### src/rtl/vga_pkg.sv
// vga_pkg: shared command encoding and text-buffer dimensions for the character buffer.
package vga_pkg;
   typedef enum logic [1:0] {CMD_PUT, CMD_NEWLINE, CMD_SET_CURSOR, CMD_CLEAR} cmd_op_t;
   typedef enum logic {ST_IDLE, ST_CLEAR} cb_state_t;
   localparam int CHAR_CODE_WIDTH = 7;
   localparam int TEXT_ROWS = 16;
endpackage

### src/rtl/char_buf_ram.sv
// char_buf_ram: 256x7 text storage, one synchronous write port, registered read-first read port.
module char_buf_ram
   import vga_pkg::*;
(
   input  logic                       clk,
   input  logic                       rst,
   input  logic                       we,
   input  logic [7:0]                 waddr,
   input  logic [CHAR_CODE_WIDTH-1:0] wdata,
   input  logic [7:0]                 raddr,
   output logic [CHAR_CODE_WIDTH-1:0] rdata
);
   logic [CHAR_CODE_WIDTH-1:0] mem [256];
   always_ff @(posedge clk) begin
      if (we) mem[waddr] <= wdata;
      rdata <= rst ? '0 : mem[raddr];
   end
endmodule

### src/rtl/char_buf_writer.sv
// char_buf_writer: command-driven text buffer writer with cursor and 256-cycle CLEAR sweep.
// Optional CHAR_BUF_CLEAR_ON_RESET_EN: run a full CLEAR sweep right after reset.
module char_buf_writer
   import vga_pkg::*;
#(
   parameter logic [CHAR_CODE_WIDTH-1:0] BLANK_CHAR = 7'h20,
   parameter int                         COLS       = 16
) (
   input  logic                       clk,
   input  logic                       rst,
   input  logic                       cmd_valid,
   output logic                       cmd_ready,
   input  logic [1:0]                 cmd_op,
   input  logic [7:0]                 cmd_data,
   input  logic [7:0]                 char_xy,
   output logic [CHAR_CODE_WIDTH-1:0] char_code,
   output logic [7:0]                 cursor_xy,
   output logic                       busy
);
   localparam logic [4:0] COL_LAST = 5'(COLS - 1);
   cb_state_t state, state_n;
   logic [7:0] cursor, cursor_n, sweep, sweep_n, waddr;
   logic [3:0] row, col;
   logic [CHAR_CODE_WIDTH-1:0] wdata;
   logic we, init_pend;
`ifdef CHAR_BUF_CLEAR_ON_RESET_EN
   always_ff @(posedge clk) init_pend <= rst;
`else
   assign init_pend = 1'b0;
`endif
   assign row       = cursor[7:4];
   assign col       = cursor[3:0];
   assign cursor_xy = cursor;
   assign busy      = state == ST_CLEAR;
   assign cmd_ready = state == ST_IDLE && !init_pend;
   always_ff @(posedge clk) begin
      if (rst) begin
         state  <= ST_IDLE;
         cursor <= '0;
         sweep  <= '0;
      end else begin
         state  <= state_n;
         cursor <= cursor_n;
         sweep  <= sweep_n;
      end
   end
   always_comb begin
      state_n  = state;
      cursor_n = cursor;
      sweep_n  = sweep;
      we       = 1'b0;
      waddr    = cursor;
      wdata    = cmd_data[CHAR_CODE_WIDTH-1:0];
      if (state == ST_CLEAR) begin
         we      = 1'b1;
         waddr   = sweep;
         wdata   = BLANK_CHAR;
         sweep_n = sweep + 8'd1;
         state_n = sweep == 8'hFF ? ST_IDLE : ST_CLEAR;
      end else if (init_pend) begin
         state_n = ST_CLEAR;
         sweep_n = '0;
      end else if (cmd_valid) begin
         case (cmd_op_t'(cmd_op))
            CMD_PUT: begin
               we       = {1'b0, col} <= COL_LAST;
               cursor_n = {1'b0, col} == COL_LAST ? {row + 4'd1, 4'd0} : {row, col + 4'd1};
            end
            CMD_NEWLINE:    cursor_n = {row + 4'd1, 4'd0};
            CMD_SET_CURSOR: cursor_n = {cmd_data[7:4], {1'b0, cmd_data[3:0]} > COL_LAST ? COL_LAST[3:0] : cmd_data[3:0]};
            default: begin
               cursor_n = '0;
               sweep_n  = '0;
               state_n  = ST_CLEAR;
            end
         endcase
      end
      if (rst) we = 1'b0;
   end
   char_buf_ram u_ram (
      .clk   (clk),
      .rst   (rst),
      .we    (we),
      .waddr (waddr),
      .wdata (wdata),
      .raddr (char_xy),
      .rdata (char_code)
   );
endmodule

### config.mk
export PLATFORM = sky130hd
export DESIGN_NAME = char_buf_writer
export DESIGN_NICKNAME = d
export VERILOG_FILES = /design/src/rtl/vga_pkg.sv /design/src/rtl/char_buf_ram.sv /design/src/rtl/char_buf_writer.sv
export SDC_FILE = /design/constraint.sdc
export NUM_CORES = 2
export LEC_CHECK = 0
export CELL_PAD_IN_SITES_DETAIL_PLACEMENT = 2
export CELL_PAD_IN_SITES_GLOBAL_PLACEMENT = 2
export CORE_ASPECT_RATIO = 0.9
export CORE_MARGIN = 8
export CORE_UTILIZATION = 45
export CTS_CLUSTER_SIZE = 20
export DETAILED_ROUTE_END_ITERATION = 8
export PLACE_DENSITY = 0.71
export SLEW_MARGIN = 10
export SYNTH_ARGS = -nofsm -noshare
export SYNTH_HDL_FRONTEND = slang
export SYNTH_SLANG_ARGS = --single-unit
### constraint.sdc
create_clock -name clk -period 11.09 [get_ports clk]
set_input_delay 3.327 -clock clk [delete_from_list [all_inputs] [get_ports clk]]
set_output_delay 3.327 -clock clk [all_outputs]
set_load 0.05 [all_outputs]
==> key figures <==
Run status
  • Status: finished clean

Power
  • Reg power frac: 52.5%
  • Maximum VDD drop: 0.171 mV
  • Sw Pwr: 3.33 mW
  • Logic pwr share: 5.6%
  • Pleak: 24.8 nW
  • Net Sw Frac: 23.0%
  • P per Cell Area: 182 nW/um^2
  • Internal power: 11.2 mW
  • Clock power frac: 41.9%

Route
  • Initial DRC count: 5261
  • Post-route DRC: 0
  • Routed Antenna Nets: 0
  • Vias/cell: 6.55
  • First drt pass iteration count: 5
  • Vias: 39300
  • Routed WL: 243 mm
  • Wire length per cell: 40.5 um

Clocking
  • Post-CTS setup buffers: 0
  • TritonCTS sink count: 1816
  • Cts hold-fix bufs: 0
  • Clock root buffer: clkbuf_16
  • CTS resizes: 0
  • CTS clock-pin slew for the worst setup and hold paths: 0.07 ns
  • # H-tree levels: 4
  • CTS Buf Count: 186
  • Worst skew pair latency: 0.83 ns
  • CTS tree: yes
  • CTS max path bufs: 3

STA
  • Final hold violations: 0
  • Final slew viol count: 0
  • Slew margin rel.: 11.8%
  • Clk_skew: 0.0465 ns
  • RSZ-0062 raised after global routing: false
  • Slew at the pin closest to its max-slew limit: 1.31 ns
  • Post-layout minimum cycle time: 6.76 ns
  • Final hold slack: 0.584 ns
  • Total negative slack: 0 ns
  • Fmax: 148 MHz
  • Fin crit share: 61.0%
  • Final setup fails: 0

Floorplanning
  • Die X: 437 um
  • Cell Rows: 139
  • Die H: 395 um
  • # IOs: 38
  • Initial core utilization: 45.1%
  • Core Region: 159000 um^2
  • Full die area: 172000 um^2

Global routing
  • Congestion Overflow GR: 0
  • GRT Util Overall: 27.6%
  • Largest net degree at the start of global routing: 190
  • First-pass GRT wire length: 340 mm
  • Initial antenna violation count: 11
  • Number of global-route vias before repair: 41500

Logic synthesis
  • Post-Syn Area per Cell: 19.5 um^2
  • Dominant cell type by area after synthesis: edfxtp_1
  • Main area contributors after synthesis: edfxtp_1 (75%), mux4_2 (9.7%), mux2i_1 (3.5%)
  • Synth Cell Area: 71700 um^2
  • Post-synth top area share: 75.0%
  • Most frequent cell after synthesis: edfxtp_1
  • Sequential area share after synthesis: 75.7%
  • Register bit total from synthesis: 1816
  • Top_reg_cell synth: edfxtp_1
  • Synthesized instance count: 3673
  • Most frequent cells after synthesis: edfxtp_1 (1792), mux4_2 (310), nor2_1 (304), mux2i_1 (249), clkbuf_1 (110)
  • Count of cell types in the netlist: 70
  • Syn_nets: 3697
  • Post-synthesis async set-or-reset flop share: 0%
  • Post-synth EDFFs: 1792
  • Ys Warns: 0

Setup path
  • Crit path DAT: 7.47 ns
  • Crit Path Max Fanout: 43
  • Req. time, crit path: 11.79 ns
  • Startpoint class of the critical path: primary input
  • Setup CP Type: in -> reg
  • Worst Setup End Kind: register

Layout
  • Fin nets: 3772
  • Layout area overhead: 11.2%
  • Layout cell share with drive strength beyond 1: 18.3%

Flow run
  • Max cap viols: 0

Place
  • Port bufs: 37
  • Routability cong.: 0.839
  • HPWL Detailed: 150 mm

Worst hold path
  • Type of the worst min-delay path: reg -> reg
cells by family (layout without fill, tap and decap cells):
family,after synthesis,count (layout),share of synthesized area [%]
buf+inv,240,457,2.15
simple gates,605,605,3.78
compound gates,398,398,3.93
mux,609,609,14.4
fa+ha+maj,3,3,0.0523
flops,1816,1816,75.7
other cells,0,4,0
xor+xnor,2,2,0.0244
cell usage in the layout (no fill, tap or decap), types with 9 or more instances in the layout:
master and count:
edfxtp_1 1792, mux4_2 310, nor2_1 302, mux2i_1 249, clkbuf_16 189, nand2_1 95, buf_4 73, o221ai_1 69
o22ai_1 66, a21oi_1 55, clkbuf_1 48, nor3_1 47, a22oi_1 47, clkinv_1 44, o21ai_0 43, nand3_1 35
clkdlybuf4s50_1 33, a211oi_1 32, mux2_2 31, dfxtp_1 23, clkinv_2 22, mux4_1 19, nand4_1 16, nand2b_1 11
nor4_1 11, and2_1 10, a221oi_1 10, a31oi_1 9, o31ai_1 9, a2111oi_0 9
worst max-delay path: stages:
cell,delay (ns)
buf_4,0.34
buf_4,0.72
and2_2,0.32
buf_4,0.52
a22oi_1,0.19
and3_1,0.28
nor4_1,0.95
nand4_1,0.47
o31ai_1,0.25
registers in the layout (all words and copies together), names as in the netlist:
| signal | count |
|---|---|
| cursor_xy | 8 |
| u_ram.rdata | 7 |
| sweep | 8 |
| u_ram.mem | 1792 |
| busy | 1 |
power by group through the flow:
stage / sequential [mW] / clock (mW) / combinational (mW)
after CTS: 7.60 / 6.14 / 0.806
after floorplan: 7.80 / 0 / 0.444
after detailed placement: 7.75 / 0 / 0.797
after global routing: 7.60 / 6.33 / 0.835
final: 7.60 / 6.07 / 0.812
after global placement: 7.75 / 0 / 0.759
routing by layer:
metal	track usage [%]	vias up	share of wire, %
met5	0	-	0.025
met4	10.3	6	4.0
li1	-	15300	-
met1	37.8	21500	40
met3	5.24	457	8.0
met2	44.4	2103	48
final cells by class:
class / count / area, um^2
clock buffer: 243 / 4990
inverter: 9 / 36.3
tap: 2115 / 2650
fill: 13900 / 79200
sequential: 1816 / 54300
timing repair buffer: 118 / 1100
antenna: 4 / 10.0
clock inverter: 87 / 657
multi-input combinational: 1617 / 16000
metrics by stage:
stage	setup slack [ns]	power [mW]	instance area (um^2)	std cells	utilization, %
6_report	4.33	14.5	79800	6009	50.2
5_1_grt	4.25	14.8	79800	6008	50.2
4_1_cts	4.56	14.5	79700	6004	50.2
3_5_place_dp	3.72	8.55	74100	5674	46.6
3_3_place_gp	3.85	8.50	74100	5674	46.6
2_1_floorplan	0.172	8.24	71700	3673	-
worst paths after layout:
kind         startpoint                 to  slack [ns]  depth (start not counted)
max          char_xy[4]     u_ram.rdata[0]        4.33                          9
min            sweep[4]           sweep[4]        0.58                          2
max reg2reg        busy  u_ram.mem[136][0]        6.61                          5
min reg2reg    sweep[4]           sweep[4]        0.58                          2
Power figures use the tool's default switching activity.
